`src/rtl/y86_stage_sequencer.sv`:
```
// y86_stage_sequencer
//   Multi-cycle controller for the Y86 datapath. Steps each instruction through
//   FETCH/DECODE/EXECUTE/MEMORY/WRITEBACK/PCUPD. It emits one-hot stage enables,
//   runs a req/ready handshake with data memory, owns the 2-bit stat register
//   and counts retired instructions.
//
// Ports
//   CLK, RST_N       clock (rising edge), synchronous active-low reset
//   run              start / continue execution
//   icode            instruction code from instruction memory (sampled in FETCH)
//   instr_valid      instruction decodes legally
//   imem_error       instruction fetch address fault
//   mem_ready        data memory access complete (only looked at in MEMORY)
//   dmem_error       data memory address fault, qualified by mem_ready
//   fetch_en..pc_en  stage strobes, decoded from the state register only
//   mem_req/mem_we   data memory request and its write qualifier
//   stage            current state encoding
//   stat             00 AOK, 01 HLT, 10 ADR, 11 INS
//   halted           high in HALT
//   retired          instructions completed (faulting ones excluded)
module y86_stage_sequencer #(
    parameter int MEM_WAIT_MAX = 15,
    parameter int CNT_WID      = 32
) (
    input  logic               CLK,
    input  logic               RST_N,
    input  logic               run,
    input  logic [3:0]         icode,
    input  logic               instr_valid,
    input  logic               imem_error,
    input  logic               mem_ready,
    input  logic               dmem_error,
    output logic               fetch_en,
    output logic               decode_en,
    output logic               exec_en,
    output logic               mem_req,
    output logic               mem_we,
    output logic               wb_en,
    output logic               pc_en,
    output logic [2:0]         stage,
    output logic [1:0]         stat,
    output logic               halted,
    output logic [CNT_WID-1:0] retired
);

    typedef enum logic [2:0] {
        S_IDLE      = 3'd0,
        S_FETCH     = 3'd1,
        S_DECODE    = 3'd2,
        S_EXECUTE   = 3'd3,
        S_MEMORY    = 3'd4,
        S_WRITEBACK = 3'd5,
        S_PCUPD     = 3'd6,
        S_HALT      = 3'd7
    } state_t;

    localparam logic [1:0] STAT_AOK = 2'b00;
    localparam logic [1:0] STAT_HLT = 2'b01;
    localparam logic [1:0] STAT_ADR = 2'b10;
    localparam logic [1:0] STAT_INS = 2'b11;

    // wait_cnt holds (MEMORY cycle index - 1); it only has to reach MEM_WAIT_MAX-1.
    localparam int WAIT_W = (MEM_WAIT_MAX > 1) ? $clog2(MEM_WAIT_MAX) : 1;
    localparam logic [WAIT_W-1:0] WAIT_LAST = WAIT_W'(MEM_WAIT_MAX - 1);

    state_t              state_q,    state_d;
    logic [3:0]          icode_q,    icode_d;
    logic [WAIT_W-1:0]   wait_cnt_q, wait_cnt_d;
    logic [1:0]          stat_q,     stat_d;
    logic [CNT_WID-1:0]  retired_q,  retired_d;

    // Instruction classes, all keyed off the latched icode.
    logic uses_mem;   // rmmov, mrmov, call, ret, push, pop
    logic alu_wb;     // rrmov/cmov, irmov, OPq: write back without memory
    logic mem_wb;     // memory ops that also write the register file
    logic mem_store;  // rmmov, call, push

    always_comb begin
        uses_mem  = icode_q inside {4'h4, 4'h5, 4'h8, 4'h9, 4'hA, 4'hB};
        alu_wb    = icode_q inside {4'h2, 4'h3, 4'h6};
        mem_wb    = icode_q inside {4'h5, 4'h8, 4'h9, 4'hA, 4'hB};
        mem_store = icode_q inside {4'h4, 4'h8, 4'hA};
    end

    always_comb begin
        state_d    = state_q;
        icode_d    = icode_q;
        wait_cnt_d = '0;          // cleared everywhere except while waiting in MEMORY
        stat_d     = stat_q;
        retired_d  = retired_q;

        case (state_q)
            S_IDLE: begin
                if (run) state_d = S_FETCH;
            end
            S_FETCH: begin
                icode_d = icode;
                if (imem_error) begin
                    state_d = S_HALT;
                    stat_d  = STAT_ADR;
                end else if (!instr_valid) begin
                    state_d = S_HALT;
                    stat_d  = STAT_INS;
                end else begin
                    state_d = S_DECODE;
                end
            end
            S_DECODE: state_d = S_EXECUTE;
            S_EXECUTE: begin
                if (uses_mem)    state_d = S_MEMORY;
                else if (alu_wb) state_d = S_WRITEBACK;
                else             state_d = S_PCUPD;
            end
            S_MEMORY: begin
                if (mem_ready) begin
                    if (dmem_error) begin
                        state_d = S_HALT;
                        stat_d  = STAT_ADR;
                    end else if (mem_wb) begin
                        state_d = S_WRITEBACK;
                    end else begin
                        state_d = S_PCUPD;
                    end
                end else if (wait_cnt_q == WAIT_LAST) begin
                    // No response within the allowed window: treat as address fault.
                    state_d = S_HALT;
                    stat_d  = STAT_ADR;
                end else begin
                    wait_cnt_d = wait_cnt_q + WAIT_W'(1);
                end
            end
            S_WRITEBACK: state_d = S_PCUPD;
            S_PCUPD: begin
                // halt itself counts as a completed instruction
                retired_d = retired_q + CNT_WID'(1);
                if (icode_q == 4'h0) begin
                    state_d = S_HALT;
                    stat_d  = STAT_HLT;
                end else if (run) begin
                    state_d = S_FETCH;
                end else begin
                    state_d = S_IDLE;
                end
            end
            S_HALT: state_d = S_HALT;
            default: state_d = S_IDLE;
        endcase
    end

    always_ff @(posedge CLK) begin
        if (!RST_N) begin
            state_q    <= S_IDLE;
            icode_q    <= 4'h0;
            wait_cnt_q <= '0;
            stat_q     <= STAT_AOK;
            retired_q  <= '0;
        end else begin
            state_q    <= state_d;
            icode_q    <= icode_d;
            wait_cnt_q <= wait_cnt_d;
            stat_q     <= stat_d;
            retired_q  <= retired_d;
        end
    end

    // Strobes come straight from the state register so they are glitch-free.
    assign fetch_en  = (state_q == S_FETCH);
    assign decode_en = (state_q == S_DECODE);
    assign exec_en   = (state_q == S_EXECUTE);
    assign mem_req   = (state_q == S_MEMORY);
    assign mem_we    = (state_q == S_MEMORY) && mem_store;
    assign wb_en     = (state_q == S_WRITEBACK);
    assign pc_en     = (state_q == S_PCUPD) && (icode_q != 4'h0);
    assign stage     = state_q;
    assign stat      = stat_q;
    assign halted    = (state_q == S_HALT);
    assign retired   = retired_q;

endmodule
```
`config.mk`:
```
export PLATFORM = sky130hd
export DESIGN_NAME = y86_stage_sequencer
export DESIGN_NICKNAME = d
export VERILOG_FILES = /design/src/rtl/y86_stage_sequencer.sv
export SDC_FILE = /design/constraint.sdc
export NUM_CORES = 1
export LEC_CHECK = 0
export BUFFER_PORTS_ARGS = -buffer_cell sky130_fd_sc_hd__buf_4
export CAP_MARGIN = 0
export CORE_ASPECT_RATIO = 0.75
export CORE_UTILIZATION = 45
export DETAILED_ROUTE_END_ITERATION = 10
export HOLD_SLACK_MARGIN = 0.05
export MAX_ROUTING_LAYER = met4
export PLACE_DENSITY_LB_ADDON = 0.08
export SETUP_SLACK_MARGIN = 0.1
export SLEW_MARGIN = 15
export SYNTH_ARGS = -nofsm -noshare
export SYNTH_HDL_FRONTEND = slang
export SYNTH_SLANG_ARGS = --single-unit
```
`constraint.sdc`:
```
create_clock -name CLK -period 1.91 [get_ports CLK]
set_input_delay 0.573 -clock CLK [delete_from_list [all_inputs] [get_ports CLK]]
set_output_delay 0.573 -clock CLK [all_outputs]
set_load 0.1 [all_outputs]
```
# [After elaboration in Yosys (flattened, before gate mapping)]
# Index checks and enable logic that the tools add are counted.
# W data, S select, Z words.
[word_totals] input_bits=11 mem_bits_rw=0 word_cells=63 regBits=45 mem_bits_ro=0 out_inout_bits=45 latch_bits=0 mem_count=0
[classes] eq_ne=22 n_bitwise=2 n_div=0 multipliers=0 muxes=19 reduce_logical=13 n_addsub=2 n_lt_le_gt_ge=0 shift=0
[op_table] cell="$add A32 B1 Y32 const B" n=1
[op_table] cell="$pmux W3 S8" n=1
[op_table] cell="$eq A4 B4 Y1 const B" n=5
[op_table] cell="$mux W2" n=10
[op_table] cell="$mux W3" n=6
[op_table] cell="$eq A3 B3 Y1 const B" n=4
[op_table] cell="$eq A4 B3 Y1 const B" n=3
[op_table] cell="$reduce_bool A3 Y1" n=3
[op_table] cell="$eq A4 B2 Y1 const B" n=2
[op_table] cell="$eq A3 B2 Y1 const B" n=2
[op_table] cell="$ne A3 B3 Y1 const B" n=2
[op_table] cell="$pmux W2 S3" n=1
[op_table] cell="$reduce_bool A6 Y1" n=1
[op_table] cell="$reduce_and A5 Y1" n=1
[op_table] cell="$reduce_bool A5 Y1" n=1
[op_table] cell="$add A4 B1 Y4 const B" n=1
[op_table] cell="$logic_not A4 Y1" n=1
[op_table] cell="$ne A2 B2 Y1 const B" n=2
[op_table] cell="$reduce_bool A4 Y1" n=1
[op_table] cell="$reduce_or A4 Y1" n=1
[op_table] cell="$eq A3 B1 Y1 const B" n=1
[op_table] cell="$logic_not A3 Y1" n=1
[op_table] cell="$ne A3 B2 Y1 const B" n=1
[op_table] cell="$logic_and A1 B1 Y1" n=2
[op_table] cell="3 further kinds" n=4

# [Depth between registers and ports, before layout]
# Gate-level depths: netlist of the first run.
[logic_depth] word_depth=6 depth_mapped=7 depth_no_buf=7

# [Least setup slack after synthesis of the first run]
# Ideal clock, no wire load.
[synth_path] path_kind="register to output" startpoint="register state_q[2] (netlist: stage[2])" endpoint="output mem_we" required_time_ns=1.337 stages_incl_launch_ff=5 slack_ns=-2.400 arrival_time_ns=3.737 n_path_buf=1 cell_sequence="dfxtp_1 > clkbuf_1 > nand2b_1 > nor2_1 > and3b_1"
[synth_between] elab_chain_len=2
[synth_rtl] item="start, declared" line_no="66" text="state_t state_q, state_d;"
[synth_rtl] item="start signal, assigned" line_no="158" text="state_q <= state_d;"
[synth_rtl] item="$eq A3 B3 Y1"
[synth_rtl] item="via mem_req" line_no="36" text="output logic mem_req,"
[synth_rtl] item="$logic_and A1 B1 Y1" line_no="171" text="assign mem_we = (state_q == S_MEMORY) && mem_store;"
[synth_rtl] item="end, declared" line_no="37" text="output logic mem_we,"
# The timed path passes the listed nets, and every way through them passes these cells.

# [Worst setup path in the final report of the first run]
[layout_path] startpoint="register icode_q[1]" endpoint="output mem_we"
[layout_between] elab_chain_len=3 word_cells_on_any_way=5 classes_between="eq/ne (3); reduce/logical (2)"
[layout_rtl] item="start, declared" line_no="67" text="logic [3:0] icode_q, icode_d;"
[layout_rtl] item="start signal, assigned" line_no="159" text="icode_q <= icode_d;"
[layout_rtl] item="$eq A4 B3 Y1 / $eq A4 B4 Y1 (equally long branches)" line_no="82" text="mem_store = icode_q inside {4'h4, 4'h8, 4'hA};"
[layout_rtl] item="$reduce_bool A3 Y1 (*)" line_no="82"
[layout_rtl] item="$logic_and A1 B1 Y1 (*)" line_no="171"
# Mark *: on every way between the ends. The rest lies on a longest branch, timed or not.

==> results of run 1 <==
==> worst max-delay path by stage <==
| stage | end | slack, ns | cells past startpoint |
|---|---|---|---|
| after detailed placement | mem_we | 0.09 | 4 |
| after floorplan | mem_we | -0.54 | 4 |
| after global routing | mem_we | -0.23 | 4 |
| after CTS | mem_we | -0.05 | 4 |
| after global placement | mem_we | 0.10 | 4 |
| final | mem_we | -0.19 | 4 |
==> flip-flops by register name, summed over array words and instances, names as in the netlist <==
| register | flops |
|---|---|
| wait_cnt_q | 4 |
| stat | 2 |
| retired | 32 |
| stage | 3 |
| icode_q | 4 |
==> synth_stat cells, types with 4 or more instances <==
| cell | n | area, um^2 |
|---|---|---|
| a21oi_1 | 5 | 25.0 |
| inv_1 | 6 | 22.5 |
| nor2_1 | 47 | 176 |
| nand4_1 | 10 | 62.6 |
| o21ai_0 | 6 | 30.0 |
| xor2_1 | 27 | 236 |
| nand2b_1 | 6 | 37.5 |
| and4_1 | 4 | 35.0 |
| a31oi_1 | 5 | 31.3 |
| dfxtp_1 | 45 | 901 |
| clkbuf_1 | 7 | 26.3 |
| and3_1 | 6 | 37.5 |
| nand2_1 | 14 | 52.6 |
| nand3_1 | 17 | 85.1 |
| xnor2_1 | 4 | 35.0 |
| mux2i_1 | 6 | 60.1 |
==> repair_timing <==
item                                   CTS  global route
gates resized for setup                 23            22
buffers inserted                         5            13
pin swaps                                3             7
endpoints found under the hold margin    0             0
gates cloned                             0             1
setup endpoints to repair                8            11
==> power groups by stage <==
stage | registers, mW | logic, mW | clock network, mW
4_1_cts | 0.999 | 0.633 | 0.619
6_report | 0.988 | 0.762 | 0.604
5_1_grt | 0.994 | 0.796 | 0.663
3_3_place_gp | 1.03 | 0.549 | 0
2_1_floorplan | 1.12 | 0.355 | 0
3_5_place_dp | 1.03 | 0.550 | 0
==> cells by family (layout without fill, tap and decap cells) <==
| kind of cell | count (synthesis) | in the layout | share of synthesized area [%] |
|---|---|---|---|
| and+or+nand+nor | 127 | 127 | 31.5 |
| DFF | 45 | 45 | 42.0 |
| xor gates and xnor gates | 31 | 31 | 12.7 |
| AOI/OAI and AO/OA | 22 | 22 | 6.25 |
| buffers and inverters | 16 | 95 | 3.04 |
| muxes | 6 | 6 | 2.80 |
| adders and majority gates | 3 | 3 | 1.75 |
==> layer usage <==
metal / vias to the layer above / track usage, %
met5: - / -
met4: 0 / 5.76
met3: 8 / 4.82
met2: 60 / 32.0
met1: 948 / 30.3
li1: 1013 / -
==> cell type report <==
| cell class | instances | area, um^2 |
|---|---|---|
| sequential | 45 | 1010 |
| multi-input combinational | 189 | 1280 |
| timing repair buffer | 81 | 746 |
| inverter | 6 | 26.3 |
| fill | 368 | 1300 |
| clock buffer | 8 | 90.1 |
| tap | 57 | 71.3 |
==> stage by stage <==
stage	power [mW]	worst slack [ns]	utilization [%]	std cells
2_1_floorplan	1.47	-0.543	-	250
3_3_place_gp	1.58	0.103	62.4	360
3_5_place_dp	1.58	0.0913	62.4	360
4_1_cts	2.25	-0.0512	67.2	373
5_1_grt	2.45	-0.233	71.2	386
6_report	2.35	-0.185	71.2	386
==> impl_metrics.toml, run 1 <==
[power_and_ir_drop]
swShare_pct = 34.8
ir_drop_v = 0.000537
p_per_area_nw_per_um2 = 731
intPower_mw = 1.54
power_frac_seq_pct = 42.0
leakage_nw = 1.35
power.switching_mw = 0.819
comb_power_share_pct = 32.4
clkPwrFrac_pct = 25.7

[timing]
post-route-period-util_pct = 110
worst_slack_ns = -0.185
worst_pin_slew_ns = 0.302
hold_viol_final = 0
slew_headroom_pct = 79.7
skew_ns = 0.00630
min_period_ns = 2.10
slew_viol_final = 0
setup_viol = 2
fin_setup_tns_ns = -0.187
rsz0062_at_grt = "yes"
holdWs_ns = 0.469
max_freq_mhz = 477

[yosys]
syn_area_um2 = 2140
async_reset_ff_share_pct = 0
synth_flop_cell = "dfxtp_1"
synth_warnings = 0
yosysSeqAreaShare_pct = 42.0
synth_seq_cells = 45
synth_fp_nets = 264
synth.distinct_cells = 41
synth_edf_count = 0
postSynthAreaPerCell_um2 = 8.57
synthCells = 250

[worst_setup_path]
crit_required_ns = 1.34
crit_slowest_cell = "dfxtp_2"
worstSetupPathType = "flip-flop to output port"
cp_top_family = "simple AND/OR/NAND/NOR gates"
critPathMaxStageDelay_ns = 0.33
crit_chain = "or2_4, mux2i_1, and3b_4, buf_12"
end_kind = "output port"
worstPathBufferInverterCount = 1
r2r_setup_slack_ns = 0.24
r2r-start = "stage[1]"
cp-startpoint = "icode_q[1]"
arrival_ns = 1.52
rr_worst_depth = 6
crit_path_start_kind = "flip-flop"
critPathMaxFanout = 2
reg2reg_to = "retired[31]"

[floorplanning]
dieArea_um2 = 5050
rows = 21
num_io_pins = 56
die_w_um = 81.7
initial_core_util_pct = 47.4
coreArea_um2 = 4520
fp.dieH_um = 61.8

[status]
outcome = "complete, but fails checks"
violations = "negative setup slack"

[layout]
layout.nets = 342
finalInstanceArea_um2 = 3220
final_cell_mix = "62 x buf_4, 43 x nor2_1, 27 x xor2_1, 26 x dfxtp_4, 17 x nand3_1"
num_antenna_cells = 0
areaGrowthSynthToFinish_pct = 50.2
final_common_cell = "buf_4"
drive_gt1_share_pct = 43.5

[cts]
clk_latency_ns = 0.29
cts.sinks = 45
root_buffer = "clkbuf_8"
htreeDepth = 2
clk_pin_slew_worst_paths_ns = 0.08
cts_buffers = 5
tritoncts = "yes"
clockBufferDepth = 2
hold_buffers = 0

[grt]
grt_pass1_vias = 1718
gr-usage-all-layers_pct = 21.8
gr-total-overflow = 0
grt_pass1_wl_mm = 8.08
antenna_found_initial = 0
grt_max_degree = 40

[drt]
top_layer = "met4"
wl_met1_mm = 2.77
totalWireLength_mm = 5.61
wl_per_cell_um = 14.5
drt_iter0_drc = 164
via_per_inst = 5.26
firstDrtPassIters = 4
vias = 2029
met2_length_mm = 2.52
drc_errors = 0
ant_nets = 0
wl_met3_um = 272

[hold_path]
min_to = "wait_cnt_q[0]"
hold_depth = 1
worst_hold_startpoint = "wait_cnt_q[0]"
hold_class = "flip-flop to flip-flop"

[run]
drv_cap = 0

[place]
gp_congestion = 0.856
dp_hpwl_mm = 3.58
port-buffer-count = 55
place_area_um2 = 2820
Note: power is estimated with default switching activity, not from simulation.
==> run 2, diff against run 1 <==
--- a/config.mk
+++ b/config.mk
@@ -5,6 +5,7 @@
 export SDC_FILE = /design/constraint.sdc
 export NUM_CORES = 1
 export LEC_CHECK = 0
+export ABC_AREA = 1
 export BUFFER_PORTS_ARGS = -buffer_cell sky130_fd_sc_hd__buf_4
 export CAP_MARGIN = 0
 export CORE_ASPECT_RATIO = 0.75
==> run 2 against run 1 <==
Cell count up 40%. Synthesized cell count up 57%. Sequential share of layout area down 4.4 points. Hold slack worse by 0.0027 ns. Final area up 9.6%. Flip-flop and latch count unchanged. Critical endpoint unchanged. Via count up 31%. Combinational power up 120%. The flow still finishes with violations (negative setup slack). Critical path type unchanged. Worst setup slack better by 0.18 ns. Clock power up 18%. Non-clock buffer count down 8.
==> impl_metrics.toml, run 2 <==
[worst_setup_path]
end_kind = "output port"
r2r_setup_slack_ns = 0.23
critPathMaxFanout = 4
critPathMaxStageDelay_ns = 0.38
worstSetupPathType = "flip-flop to output port"
reg2reg_to = "retired[21]"
arrival_ns = 1.35
crit_chain = "nor2_4, nand2_4, a211oi_4, buf_12"
crit_required_ns = 1.34
crit_path_start_kind = "flip-flop"
r2r-start = "stage[0]"
rr_worst_depth = 10
crit_slowest_cell = "dfxtp_4"

[place]
gp_congestion = 0.900
place_ws_ns = 0.200
dp_hpwl_mm = 5.13
place_area_um2 = 3110
port-buffer-count = 55
dpl.cell_count = 520

[timing]
rsz0062_at_grt = "yes"
post-route-period-util_pct = 101
hold_viol_final = 0
setup_viol = 1
worst_slack_ns = -0.00973
slew_headroom_pct = 71.4
slew_viol_final = 0
holdWs_ns = 0.466
max_freq_mhz = 521
min_period_ns = 1.92
skew_ns = 0.0105
worst_pin_slew_ns = 0.426

[grt]
gr-usage-all-layers_pct = 26.1
grt_max_degree = 26
grt_pass1_wl_mm = 11.3
grt_pass1_vias = 2362
gr-total-overflow = 0
antenna_found_initial = 0

[cts]
cts.sinks = 45
root_buffer = "clkbuf_8"
clk_latency_ns = 0.30
htreeDepth = 2
clockBufferDepth = 2
hold_buffers = 0
cts_buffers = 5
tritoncts = "yes"
clk_pin_slew_worst_paths_ns = 0.08

[layout]
fillCellCount = 479
areaGrowthSynthToFinish_pct = 41.8
fin_cells = 542
largest_reg_flops = 32
finalInstanceArea_um2 = 3530
drive_gt1_share_pct = 31.3
num_antenna_cells = 0
final_cell_mix = "85 x nand2_1, 64 x nor2_1, 61 x buf_4, 55 x inv_1, 31 x nand3_1"
layout.nets = 480
final_common_cell = "nand2_1"

[yosys]
synth_edf_count = 0
yosysMostFrequentCell = "nand2_1"
synth_common_cells = "90 x nand2_1, 72 x nor2_1, 62 x inv_1, 45 x dfxtp_1, 32 x nand3_1"
synth_fa_ha_area_share_pct = 1.51
synth_top_area_cell = "dfxtp_1"
synth_fp_nets = 406
postSynthAreaPerCell_um2 = 6.35
async_reset_ff_share_pct = 0
synth_warnings = 0
synthCells = 392
syn_area_um2 = 2490
synthMuxAreaShare_pct = 0
synth_compound_area_share_pct = 9.21
synth_seq_cells = 45
yosysSeqAreaShare_pct = 36.2
synth_top_cells_by_area = "dfxtp_1 36%, nand2_1 14%, nor2_1 11%"
synth-xor-area-share_pct = 2.11
synth_top_family_by_area = "simple AND/OR/NAND/NOR gates"
synth_flop_cell = "dfxtp_1"
synth.distinct_cells = 32
synth_top_area_share_pct = 36.2
synthSimpleGateAreaFrac_pct = 39.6

[status]
violations = "negative setup slack"
outcome = "complete, but fails checks"

[floorplanning]
fp.dieH_um = 66.4
rows = 23
dieArea_um2 = 5830
coreArea_um2 = 5320
initial_core_util_pct = 46.7
die_w_um = 87.9
num_io_pins = 56

[drt]
firstDrtPassIters = 4
wl_per_cell_um = 13.0
totalWireLength_mm = 7.05
ant_nets = 0
vias = 2666
drc_errors = 0
drt_iter0_drc = 174
via_per_inst = 4.92

[power_and_ir_drop]
leakage_nw = 1.57
p_per_area_nw_per_um2 = 1010
ir_drop_v = 0.000479
fin_total_pwr_mw = 3.57

[run]
drv_cap = 0

[hold_path]
hold_class = "flip-flop to flip-flop"
hold_depth = 2
min_to = "stat[0]"
worst_hold_startpoint = "stat[0]"
[run 2: changes by cell type after synthesis, sizes merged, moves of 6 or more]
| cell | previous run | this run |
|---|---|---|
| a21oi | 5 | 24 |
| inv | 6 | 65 |
| mux2i | 6 | 0 |
| nand2 | 15 | 92 |
| nand2b | 6 | 0 |
| nand3 | 18 | 33 |
| nor2 | 48 | 77 |
| o21ai | 6 | 16 |
| xor2 | 27 | 3 |
[run 2: stage by stage]
step                      util [%]  setup TNS [ns]
after floorplan                  -          -0.890
after global placement        58.4               0
after detailed placement      58.4               0
after CTS                     64.1         -0.0383
after global routing          66.3         -0.0673
final                         66.3        -0.00973
[run 2: logic make-up after synthesis]
| logic type | count (synthesis) |
|---|---|
| and+or+nand+nor | 222 |
| adders and majority gates | 3 |
| xor gates and xnor gates | 6 |
| AOI/OAI and AO/OA | 44 |
| buffers and inverters | 72 |
| DFF | 45 |
[run 2: area by class of cell]
class | count | area (um^2) | share of cell area, %
multi-input combinational | 275 | 1430 | 40.5
sequential | 45 | 951 | 27.0
tap | 75 | 93.8 | 2.66
clock inverter | 2 | 35.0 | 0.993
clock buffer | 6 | 72.6 | 2.06
timing repair buffer | 73 | 684 | 19.4
inverter | 66 | 263 | 7.45
[run 2: per-layer routing]
layer / vias up / wire, um / global-route usage [%]
met5: - / 0 / -
met4: 0 / 62 / 5.33
met3: 6 / 395 / 4.24
met2: 81 / 2920 / 37.3
met1: 1208 / 3670 / 38.4
li1: 1371 / - / -
[run 2: power breakdown]
part / internal, mW / total [mW] / leakage, nW / switching, mW
clock network: 0.389 / 0.712 / 0.0552 / 0.323
logic: 0.589 / 1.71 / 1.13 / 1.12
registers: 1.04 / 1.14 / 0.379 / 0.108
total: 2.01 / 3.57 / 1.57 / 1.55
[run 2: how the worst max path moves through the flow]
stage / endpoint / slack, ns / depth (start not counted) / start
2_1_floorplan: mem_we / -0.34 / 4 / stage[0]
3_3_place_gp: mem_we / 0.22 / 5 / icode_q[2]
3_5_place_dp: mem_we / 0.20 / 5 / icode_q[2]
4_1_cts: mem_we / -0.04 / 5 / icode_q[2]
5_1_grt: mem_we / -0.06 / 4 / stage[0]
6_report: mem_we / -0.01 / 4 / stage[0]
[run 2: critical path, delay by kind of cell (launching register included)]
kind            cells  cell delay [ns]
compound gates      1             0.24
buf+inv             1             0.21
flops               1             0.38
simple gates        2             0.23
[run 2: timing repair]
action	in CTS	in global routing
pin swaps	7	7
gates resized for setup	34	20
setup buffers	10	4
setup endpoints to repair	8	11
